===== src/rtl/multicycle_pkg.sv =====
// Shared definitions for the multicycle control path: state encodings,
// opcodes, datapath mux encodings and the bundled control word.
package multicycle_pkg;

  localparam int OPCODE_W = 4;
  localparam int STATE_W  = 4;

  typedef enum logic [STATE_W-1:0] {
    S_FETCH    = 4'd0,
    S_DECODE   = 4'd1,
    S_MEM_ADDR = 4'd2,
    S_MEM_RD   = 4'd3,
    S_MEM_WB   = 4'd4,
    S_MEM_WR   = 4'd5,
    S_EXEC_R   = 4'd6,
    S_EXEC_I   = 4'd7,
    S_ALU_WB   = 4'd8,
    S_BRANCH   = 4'd9,
    S_JUMP     = 4'd10,
    S_HALT     = 4'd11
  } state_e;

  localparam logic [OPCODE_W-1:0] OP_RTYPE = 4'h0;
  localparam logic [OPCODE_W-1:0] OP_ADDI  = 4'h1;
  localparam logic [OPCODE_W-1:0] OP_LW    = 4'h2;
  localparam logic [OPCODE_W-1:0] OP_SW    = 4'h3;
  localparam logic [OPCODE_W-1:0] OP_BEQ   = 4'h4;
  localparam logic [OPCODE_W-1:0] OP_BNE   = 4'h5;
  localparam logic [OPCODE_W-1:0] OP_J     = 4'h6;
  localparam logic [OPCODE_W-1:0] OP_HALT  = 4'hF;

  // ALU B-operand select
  localparam logic [1:0] SRCB_REGB = 2'b00;
  localparam logic [1:0] SRCB_ONE  = 2'b01;
  localparam logic [1:0] SRCB_IMM  = 2'b10;
  localparam logic [1:0] SRCB_OFF  = 2'b11;

  // ALU operation select
  localparam logic [1:0] ALUOP_ADD   = 2'b00;
  localparam logic [1:0] ALUOP_SUB   = 2'b01;
  localparam logic [1:0] ALUOP_FUNCT = 2'b10;

  // Next-PC source select
  localparam logic [1:0] PCSRC_ALU    = 2'b00;
  localparam logic [1:0] PCSRC_ALUOUT = 2'b01;
  localparam logic [1:0] PCSRC_JUMP   = 2'b10;

  typedef struct packed {
    logic       pc_write;
    logic       branch_cond;
    logic       branch_ne_cond;
    logic       ir_write;
    logic       i_or_d;
    logic       mem_read;
    logic       mem_write;
    logic       reg_write;
    logic       mem_to_reg;
    logic       reg_dst;
    logic       alu_src_a;
    logic [1:0] alu_src_b;
    logic [1:0] alu_op;
    logic [1:0] pc_source;
    logic       illegal_op;
    logic       halted;
  } ctrl_t;

  // True for every opcode the machine implements
  function automatic logic is_legal_op(input logic [OPCODE_W-1:0] op);
    case (op)
      OP_RTYPE, OP_ADDI, OP_LW, OP_SW,
      OP_BEQ, OP_BNE, OP_J, OP_HALT: return 1'b1;
      default:                       return 1'b0;
    endcase
  endfunction

endpackage


===== src/rtl/multicycle_control_if.sv =====
// Control bundle between the sequencing FSM (master) and the datapath (slave).
interface multicycle_control_if;
  import multicycle_pkg::*;

  logic [OPCODE_W-1:0] opcode;
  logic                mem_ready;
  logic                PCWrite;
  logic                branchCond;
  logic                branchNECond;
  logic                IRWrite;
  logic                IorD;
  logic                MemRead;
  logic                MemWrite;
  logic                RegWrite;
  logic                MemtoReg;
  logic                RegDst;
  logic                ALUSrcA;
  logic [1:0]          ALUSrcB;
  logic [1:0]          ALUOp;
  logic [1:0]          PCSource;
  logic                illegal_op;
  logic                halted;

  modport master (
    input  opcode, mem_ready,
    output PCWrite, branchCond, branchNECond, IRWrite, IorD, MemRead, MemWrite,
           RegWrite, MemtoReg, RegDst, ALUSrcA, ALUSrcB, ALUOp, PCSource,
           illegal_op, halted
  );

  modport slave (
    output opcode, mem_ready,
    input  PCWrite, branchCond, branchNECond, IRWrite, IorD, MemRead, MemWrite,
           RegWrite, MemtoReg, RegDst, ALUSrcA, ALUSrcB, ALUOp, PCSource,
           illegal_op, halted
  );
endinterface


===== src/rtl/multicycle_control_decode.sv =====
// Combinational control-word decode from the current state. PC/IR loads in
// FETCH are qualified by mem_ready; reset forces the whole word low so a
// pending memory request drops without waiting for a clock edge.
module control_decode
  import multicycle_pkg::*;
(
  input  state_e              state_i,
  input  logic [OPCODE_W-1:0] opcode_i,
  input  logic [OPCODE_W-1:0] op_q_i,
  input  logic                mem_ready_i,
  input  logic                reset_i,
  output ctrl_t               ctrl_o
);

  ctrl_t ctrl_s;

  // Map each state to its datapath controls
  always_comb begin
    ctrl_s = '0;
    case (state_i)
      S_FETCH: begin
        ctrl_s.mem_read  = 1'b1;
        ctrl_s.alu_src_b = SRCB_ONE;
        ctrl_s.alu_op    = ALUOP_ADD;
        ctrl_s.pc_source = PCSRC_ALU;
        ctrl_s.ir_write  = mem_ready_i;
        ctrl_s.pc_write  = mem_ready_i;
      end
      S_DECODE: begin
        ctrl_s.alu_src_b  = SRCB_OFF;
        ctrl_s.alu_op     = ALUOP_ADD;
        ctrl_s.illegal_op = ~is_legal_op(opcode_i);
      end
      S_MEM_ADDR, S_EXEC_I: begin
        ctrl_s.alu_src_a = 1'b1;
        ctrl_s.alu_src_b = SRCB_IMM;
        ctrl_s.alu_op    = ALUOP_ADD;
      end
      S_MEM_RD: begin
        ctrl_s.mem_read = 1'b1;
        ctrl_s.i_or_d   = 1'b1;
      end
      S_MEM_WB: begin
        ctrl_s.reg_write  = 1'b1;
        ctrl_s.mem_to_reg = 1'b1;
      end
      S_MEM_WR: begin
        ctrl_s.mem_write = 1'b1;
        ctrl_s.i_or_d    = 1'b1;
      end
      S_EXEC_R: begin
        ctrl_s.alu_src_a = 1'b1;
        ctrl_s.alu_src_b = SRCB_REGB;
        ctrl_s.alu_op    = ALUOP_FUNCT;
      end
      S_ALU_WB: begin
        ctrl_s.reg_write = 1'b1;
        ctrl_s.reg_dst   = (op_q_i == OP_RTYPE);
      end
      S_BRANCH: begin
        ctrl_s.alu_src_a      = 1'b1;
        ctrl_s.alu_src_b      = SRCB_REGB;
        ctrl_s.alu_op         = ALUOP_SUB;
        ctrl_s.pc_source      = PCSRC_ALUOUT;
        ctrl_s.branch_cond    = (op_q_i == OP_BEQ);
        ctrl_s.branch_ne_cond = (op_q_i == OP_BNE);
      end
      S_JUMP: begin
        ctrl_s.pc_write  = 1'b1;
        ctrl_s.pc_source = PCSRC_JUMP;
      end
      S_HALT: begin
        ctrl_s.halted = 1'b1;
      end
      default: begin
        ctrl_s = '0;
      end
    endcase
  end

  assign ctrl_o = reset_i ? ctrl_t'('0) : ctrl_s;

endmodule


===== src/rtl/multicycle_control.sv =====
// Sequencing FSM for the 16-bit multicycle datapath. Holds the state register,
// the opcode latched in DECODE, and the next-state logic; the control word is
// produced by control_decode.
module multicycle_control
  import multicycle_pkg::*;
(
  input  logic                  clock,
  input  logic                  reset,
  multicycle_control_if.master  bus
);

  state_e              state_q;
  state_e              state_d;
  logic [OPCODE_W-1:0] op_q;
  ctrl_t               ctrl;

  // State register
  always_ff @(posedge clock or posedge reset) begin
    if (reset) begin
      state_q <= S_FETCH;
    end else begin
      state_q <= state_d;
    end
  end

  // Capture the instruction class in DECODE for the later execution states
  always_ff @(posedge clock or posedge reset) begin
    if (reset) begin
      op_q <= OP_RTYPE;
    end else if (state_q == S_DECODE) begin
      op_q <= bus.opcode;
    end
  end

  // Next-state selection; memory states wait on mem_ready
  always_comb begin
    state_d = S_FETCH;
    case (state_q)
      S_FETCH:    state_d = bus.mem_ready ? S_DECODE : S_FETCH;
      S_DECODE: begin
        case (bus.opcode)
          OP_LW, OP_SW:   state_d = S_MEM_ADDR;
          OP_RTYPE:       state_d = S_EXEC_R;
          OP_ADDI:        state_d = S_EXEC_I;
          OP_BEQ, OP_BNE: state_d = S_BRANCH;
          OP_J:           state_d = S_JUMP;
          OP_HALT:        state_d = S_HALT;
          default:        state_d = S_FETCH;
        endcase
      end
      S_MEM_ADDR: state_d = (op_q == OP_LW) ? S_MEM_RD : S_MEM_WR;
      S_MEM_RD:   state_d = bus.mem_ready ? S_MEM_WB : S_MEM_RD;
      S_MEM_WB:   state_d = S_FETCH;
      S_MEM_WR:   state_d = bus.mem_ready ? S_FETCH : S_MEM_WR;
      S_EXEC_R:   state_d = S_ALU_WB;
      S_EXEC_I:   state_d = S_ALU_WB;
      S_ALU_WB:   state_d = S_FETCH;
      S_BRANCH:   state_d = S_FETCH;
      S_JUMP:     state_d = S_FETCH;
      S_HALT:     state_d = S_HALT;
      default:    state_d = S_FETCH;
    endcase
  end

  control_decode u_decode (
    .state_i     (state_q),
    .opcode_i    (bus.opcode),
    .op_q_i      (op_q),
    .mem_ready_i (bus.mem_ready),
    .reset_i     (reset),
    .ctrl_o      (ctrl)
  );

  assign bus.PCWrite      = ctrl.pc_write;
  assign bus.branchCond   = ctrl.branch_cond;
  assign bus.branchNECond = ctrl.branch_ne_cond;
  assign bus.IRWrite      = ctrl.ir_write;
  assign bus.IorD         = ctrl.i_or_d;
  assign bus.MemRead      = ctrl.mem_read;
  assign bus.MemWrite     = ctrl.mem_write;
  assign bus.RegWrite     = ctrl.reg_write;
  assign bus.MemtoReg     = ctrl.mem_to_reg;
  assign bus.RegDst       = ctrl.reg_dst;
  assign bus.ALUSrcA      = ctrl.alu_src_a;
  assign bus.ALUSrcB      = ctrl.alu_src_b;
  assign bus.ALUOp        = ctrl.alu_op;
  assign bus.PCSource     = ctrl.pc_source;
  assign bus.illegal_op   = ctrl.illegal_op;
  assign bus.halted       = ctrl.halted;

endmodule


===== src/flat_wrapper.sv =====
// flat-port wrapper written by rule: the top's interface ports become plain ports
module multicycle_control_flat import multicycle_pkg::*;
  (clock, reset, bus_opcode, bus_mem_ready, bus_PCWrite, bus_branchCond, bus_branchNECond, bus_IRWrite, bus_IorD, bus_MemRead, bus_MemWrite, bus_RegWrite, bus_MemtoReg, bus_RegDst, bus_ALUSrcA, bus_ALUSrcB, bus_ALUOp, bus_PCSource, bus_illegal_op, bus_halted);
  multicycle_control_if bus_i ();
  input  logic clock;
  input  logic reset;
  input wire logic [$bits(bus_i.opcode)-1:0] bus_opcode;
  input wire logic [$bits(bus_i.mem_ready)-1:0] bus_mem_ready;
  output wire logic [$bits(bus_i.PCWrite)-1:0] bus_PCWrite;
  output wire logic [$bits(bus_i.branchCond)-1:0] bus_branchCond;
  output wire logic [$bits(bus_i.branchNECond)-1:0] bus_branchNECond;
  output wire logic [$bits(bus_i.IRWrite)-1:0] bus_IRWrite;
  output wire logic [$bits(bus_i.IorD)-1:0] bus_IorD;
  output wire logic [$bits(bus_i.MemRead)-1:0] bus_MemRead;
  output wire logic [$bits(bus_i.MemWrite)-1:0] bus_MemWrite;
  output wire logic [$bits(bus_i.RegWrite)-1:0] bus_RegWrite;
  output wire logic [$bits(bus_i.MemtoReg)-1:0] bus_MemtoReg;
  output wire logic [$bits(bus_i.RegDst)-1:0] bus_RegDst;
  output wire logic [$bits(bus_i.ALUSrcA)-1:0] bus_ALUSrcA;
  output wire logic [$bits(bus_i.ALUSrcB)-1:0] bus_ALUSrcB;
  output wire logic [$bits(bus_i.ALUOp)-1:0] bus_ALUOp;
  output wire logic [$bits(bus_i.PCSource)-1:0] bus_PCSource;
  output wire logic [$bits(bus_i.illegal_op)-1:0] bus_illegal_op;
  output wire logic [$bits(bus_i.halted)-1:0] bus_halted;
  assign bus_i.opcode = bus_opcode;
  assign bus_i.mem_ready = bus_mem_ready;
  assign bus_PCWrite = bus_i.PCWrite;
  assign bus_branchCond = bus_i.branchCond;
  assign bus_branchNECond = bus_i.branchNECond;
  assign bus_IRWrite = bus_i.IRWrite;
  assign bus_IorD = bus_i.IorD;
  assign bus_MemRead = bus_i.MemRead;
  assign bus_MemWrite = bus_i.MemWrite;
  assign bus_RegWrite = bus_i.RegWrite;
  assign bus_MemtoReg = bus_i.MemtoReg;
  assign bus_RegDst = bus_i.RegDst;
  assign bus_ALUSrcA = bus_i.ALUSrcA;
  assign bus_ALUSrcB = bus_i.ALUSrcB;
  assign bus_ALUOp = bus_i.ALUOp;
  assign bus_PCSource = bus_i.PCSource;
  assign bus_illegal_op = bus_i.illegal_op;
  assign bus_halted = bus_i.halted;
  multicycle_control u_core (.clock(clock), .reset(reset), .bus(bus_i));
endmodule

===== config.mk =====
export PLATFORM = sky130hd
export DESIGN_NAME = multicycle_control_flat
export DESIGN_NICKNAME = d
export VERILOG_FILES = /design/src/rtl/multicycle_pkg.sv /design/src/rtl/multicycle_control_if.sv /design/src/rtl/multicycle_control_decode.sv /design/src/rtl/multicycle_control.sv /design/src/flat_wrapper.sv
export SDC_FILE = /design/constraint.sdc
export NUM_CORES = 1
export LEC_CHECK = 0
export CAP_MARGIN = 20
export CORE_AREA = 2 2 46 48
export DETAILED_ROUTE_END_ITERATION = 10
export DIE_AREA = 0 0 48 50
export PLACE_DENSITY = 0.76
export SYNTH_ARGS = -nofsm -noshare
export SYNTH_HDL_FRONTEND = slang
export SYNTH_SLANG_ARGS = --single-unit
export TNS_END_PERCENT = 30

===== constraint.sdc =====
create_clock -name clock -period 1.98 [get_ports clock]
set_input_delay 0.396 -clock clock [delete_from_list [all_inputs] [get_ports clock]]
set_output_delay 0.396 -clock clock [all_outputs]
set_load 0.1 [all_outputs]

==> results of run 1 <==
[layout by cell type (no fill, tap or decap), drive strengths merged, types with 2 or more instances in the layout]
cell,count
a21oi,2
nor2b,3
inv,3
nor2,17
nor3b,4
mux2,4
nor4,4
nor3,5
clkbuf,3
nand3,5
xnor2,2
buf,39
nand2,13
xor2,3
and3,3
dfrtp,8
clkdlybuf4s50,5
[registers in the layout (all words and copies together) (netlist names)]
name            cells
u_core.op_q         4
u_core.state_q      4
[area by class of cell]
cell class	count	area (µm²)	area share (%)
Timing Repair Buffer	45	591	39.2
Clock buffer	3	22.5	1.50
Tap cell	27	33.8	2.24
Inverter	3	11.3	0.748
Sequential cell	8	203	13.5
Multi-Input combinational cell	81	646	42.9
[cells by family after synthesis]
group | share of synthesized area [%]
XOR/XNOR | 5.64
multiplexers | 5.80
AO/OA/AOI/OAI | 10.5
flip-flops | 25.8
buffers and inverters | 7.57
AND/OR/NAND/NOR | 44.8
[tightest hold or removal path, stage by stage]
cell	delay (ns)
clkdlybuf4s15_1	0.19
buf_4	0.20
inv_1	0.09
buf_4	0.17
[path summary, 6_finish.rpt]
check	from	to	slack, ns	cells after the start
hold reg to reg	u_core.op_q[1]$_DFFE_PP0N_	u_core.op_q[1]$_DFFE_PP0N_	0.59	1
setup reg to reg	u_core.state_q[2]$_DFF_PP0_	u_core.op_q[2]$_DFFE_PP0N_	0.42	5
max in group asynchronous	reset	u_core.state_q[1]$_DFF_PP0_	1.40	4
hold / removal	reset	u_core.op_q[2]$_DFFE_PP0N_	0.44	4
setup / recovery	u_core.state_q[3]$_DFF_PP0_	bus_branchNECond	-0.13	5
min in group clock	u_core.op_q[1]$_DFFE_PP0N_	u_core.op_q[1]$_DFFE_PP0N_	0.59	1
[power by group]
part | internal, mW | switching (mW) | total (mW) | leakage, nW
registers | 0.164 | 0 | 0.164 | 0.0955
logic | 0.0321 | 0.0393 | 0.0713 | 0.526
clock network | 0.0695 | 0.0573 | 0.127 | 0.0138
[repair_timing]
item                                    4_1_cts  5_1_grt
hold buffers                                  0        0
resized for setup                             9        9
endpoints found under the setup margin       16       15
buffers inserted                              1        1
pin swaps                                     5        4
[metal layers]
layer	global-route usage, %	part of all wire (%)	vias to the layer above
li1	-	-	436
met1	25.2	37	451
met2	43.6	57	38
met3	5.49	4.1	6
met4	9.46	0.95	0
met5	0	0	-
[per-stage QoR]
step	utilization, %	setup TNS [ns]
4_1_cts	77.1	-0.302
5_1_grt	79.2	-0.967
2_1_floorplan	-	-9.26
3_3_place_gp	74.2	-1.68
3_5_place_dp	74.2	-1.88
6_report	79.2	-0.306
==> metrics.cfg, run 1 <==
[sta]
hold_ws_ns=0.441
finalSetupViolCount=5
worstMarginPinSlew_ns=0.370
slew_viol_final=0
finalWorstSetupSlack_ns=-0.130
skew_ns=0.00160
fmax_mhz=474
hold_viol=0
rsz0062_at_grt=yes
min_period_ns=2.11
maxSlewHeadroom_pct=75.3
fin_crit_sh_pct=107

[yosys]
synth_area_um2=777
yosys.area.top_type=dfrtp_1
yosysUniqueCellTypes=36
synth_top_area_share_pct=25.8
yosysMostFrequentCell=nor2_1
synth-seq-cells=8
synth_common_cells=nor2_1 (15), nand2_1 (13), dfrtp_1 (8)
netlist_instances=101
syn-num-nets=108
avgSynthCellArea_um2=7.69
yosys_warnings=0
synth_flop_cell=dfrtp_1
synthArstFlopShare_pct=100
netlist_top_cells_area=dfrtp_1 (26%), nor2_1 (7.2%), nand2_1 (6.3%)
synth_edf_count=0
yosysSeqAreaShare_pct=25.8

[worst_setup_path]
cp.required_ns=1.58
slowest_delay_ns=0.41
crit_chain=or3b_4 > nor2_4 > nand3b_4 > nor3b_4 > buf_12
critPathKind=reg -> out
crit_buf_inv=1
critPathLaunchType=flip-flop
cp_top_family=simple AND/OR/NAND/NOR gates
end_kind=primary output
cp_max_fo=3
slowest_stage=or3b_4
arrival_ns=1.71

[layout]
num-nets-final=149
area_growth_pct=93.9
fillCellCount=118
finalInstanceArea_um2=1510
drive_gt1_share_pct=52.1
fin_cells=167
num_antenna_cells=0

[route]
viasPerCell=5.57
vias=931
wirelength_mm=2.54
drc=0
wire_per_inst_um=15.2
drtAntennaViolNets=0
drt_iter0_drc=25
dr.pass1.iters=5

[clocking]
cts_sinks=8
clock_latency_ns=0.26
cts.clk_slew.worst_paths_ns=0.05
clockBufferDepth=2
cts_tree=done
htreeDepth=1
cts-root-buf=clkbuf_4
numCtsBuffers=3

[floorplanning]
die_y_um=50
initial_utilization_pct=40.9
dieArea_um2=2400
core.rowCount=16
pin_count=26
dieWidth_um=48
core_area_um2=1900

[outcome]
status=finished, violations left
violations=negative setup slack

[place]
gp_congestion=0.812
place_ws_ns=-0.340
placed_area_um2=1410
port_buffers=25
place_hpwl_mm=1.93
place_inst=162

[global_route]
grt_max_degree=16
first_global_vias=931
grt_pass1_wl_mm=4.10
gr-total-overflow=0
grt_antenna_before_repair=0
grt_use_total_pct=24.1

[pwr]
leakage_nw=0.635
power_uw=362
p_per_area_nw_per_um2=240
peakVddDrop_v=0.000364

[job]
drv_cap=0

[hold_path]
hold_class=in -> async

Power figures use the tool's default switching activity.
==> run 2: changes to the inputs <==
--- a/config.mk
+++ b/config.mk
@@ -7,6 +7,7 @@
 export LEC_CHECK = 0
 export CAP_MARGIN = 20
 export CORE_AREA = 2 2 46 48
+export CTS_CLUSTER_SIZE = 10
 export DETAILED_ROUTE_END_ITERATION = 10
 export DIE_AREA = 0 0 48 50
 export PLACE_DENSITY = 0.76
==> results of run 2 <==
Same layout as run 1: the final DEF is identical, and so are final timing and power.
==> edit: new RTL, settings of run 2 <==
The 12 states of `state_e` get a Gray code encoding in 4 bits.
--- a/src/rtl/multicycle_pkg.sv
+++ b/src/rtl/multicycle_pkg.sv
@@ -7,15 +7,15 @@
 
-  typedef enum logic [STATE_W-1:0] {
-    S_FETCH    = 4'd0,
-    S_DECODE   = 4'd1,
-    S_MEM_ADDR = 4'd2,
-    S_MEM_RD   = 4'd3,
-    S_MEM_WB   = 4'd4,
-    S_MEM_WR   = 4'd5,
-    S_EXEC_R   = 4'd6,
-    S_EXEC_I   = 4'd7,
-    S_ALU_WB   = 4'd8,
-    S_BRANCH   = 4'd9,
-    S_JUMP     = 4'd10,
-    S_HALT     = 4'd11
+  typedef enum logic [3:0] {
+    S_FETCH    = 4'b0000,
+    S_DECODE   = 4'b0001,
+    S_MEM_ADDR = 4'b0011,
+    S_MEM_RD   = 4'b0010,
+    S_MEM_WB   = 4'b0110,
+    S_MEM_WR   = 4'b0111,
+    S_EXEC_R   = 4'b0101,
+    S_EXEC_I   = 4'b0100,
+    S_ALU_WB   = 4'b1100,
+    S_BRANCH   = 4'b1101,
+    S_JUMP     = 4'b1111,
+    S_HALT     = 4'b1110
   } state_e;
Function: same outputs for any inputs over 10 cycles, from zero or initial values and one cycle with reset high; not proved beyond that.
==> edit against run 2 <==
  * The flow still finishes with violations (negative setup slack)
  * Setup slack gained 0.031 ns
  * Worst hold slack got worse by 0.051 ns
  * Final area is 7.6% lower
  * Register-to-register slack better by 0.12 ns
  * Synthesized area shrank 8.7%
  * Final cell count fell by 9.6%
  * Sequential cell count unchanged
  * Non-clock buffer count fell by 3
  * Routed wire length is 4.5% lower
  * Clock skew grew 0.00093 ns
  * Fmax is 1.5% higher
  * Critical path type unchanged
  * Critical endpoint is now bus_branchCond
Power is left out: it rests on default switching activity, and per cell area and clock period it moved more than threefold.
==> edit: results (changes against run 2) <==
WP data arrival=1.68 ns (was 1.71 ns); worst setup path end=bus_branchCond (was bus_branchNECond); Reg2Reg Setup Slack=0.54 ns (was 0.42 ns); Syn Nets=92 (was 108); final setup vio count=4 (was 5); DR WL met3=90 um (was 103 um); max incr delay on CP=0.37 ns (was 0.41 ns); Clock buf/inv share=1.62% (was 1.50%); DR vias=814 (was 931); total track usage=22.5% (was 24.1%); FF-to-FF path depth=4 (was 5); wirelength, routed=2.42 mm (was 2.54 mm); clk_skew=0.00254 ns (was 0.00160 ns); DRT met1 WL=942 um (was 952 um); Signal buf overhead=40.5% (was 39.2%); first-pass GRT wire length=3.83 mm (was 4.10 mm); count of non-CTS buffers in the layout=42 (was 45); multi-input gates=69 (was 81); met2 wire length=1.27 mm (was 1.46 mm); dpl cells=147 (was 162); initial drt markers=14 (was 25); largest net degree at the start of global routing=19 (was 16); Detail Placement HPWL=1.73 mm (was 1.93 mm); Final WS setup=-0.0994 ns (was -0.130 ns); nets=133 (was 149); Post-synth top cells=11 x nor2_1, 8 x dfrtp_1, 7 x nand2_1, 5 x buf_2 (was 15 x nor2_1, 13 x nand2_1, 8 x dfrtp_1, 5 x buf_2, 5 x nand3_1); vias in the first global route=803 (was 931); status=complete, but fails checks (unchanged); Post-Syn Instances=85 (was 101); failing checks=negative setup slack (unchanged); share of cells above drive strength 1=49.2% (was 52.1%); fillers=122 (was 118); Synth cell types=34 (was 36); largest cells by area after synthesis=dfrtp_1 28%, mux2_4 8.5%, nor2_1 5.8% (was dfrtp_1 26%, nor2_1 7.2%, nand2_1 6.3%); Worst path slowest cell=dfrtp_1 (was or3b_4); tap cells=27 (unchanged); DR vias/cell=5.39 (was 5.57); CP Launch Point=u_core.state_q[1]$_DFF_PP0_ (was u_core.state_q[3]$_DFF_PP0_); Tightest Pin Transition=0.319 ns (was 0.370 ns); Seq/Total Area, Yosys=28.2% (was 25.8%); Area after DPL=0.00135 mm^2 (was 0.00141 mm^2); Seq/total area=14.4% (was 13.5%)
[edit: cell types whose count changed after synthesis, sizes merged, moves of 2 or more]
cell,delta
nand3,-4
o21ai,+3
o22ai,+2
nor2,-5
nand2,-6
clkbuf,-3
nand2b,+2
nor4,-2
nor2b,-2
[edit: kinds of logic after synthesis]
kind of cell	count (synthesis)
AO/OA/AOI/OAI	17
XOR/XNOR	5
buffers and inverters	8
flip-flops	8
multiplexers	5
AND/OR/NAND/NOR	42
[edit: metal layers]
layer | global-route usage, % | vias to the layer above
met2 | 36.9 | 35
met3 | 1.47 | 10
met4 | 10.8 | 0
met5 | 0 | -
li1 | - | 387
met1 | 28.4 | 382
[edit: through the flow]
step	worst slack, ns	hold WS (ns)	util (%)	setup TNS (ns)
finish	-0.0994	0.390	73.2	-0.196
global route	-0.190	0.395	73.2	-0.883
CTS	0.00455	0.354	72.4	0
detailed placement	-0.267	0.573	70.7	-1.64
global placement	-0.247	0.531	70.7	-1.35
floorplan	-0.783	0.217	-	-6.63
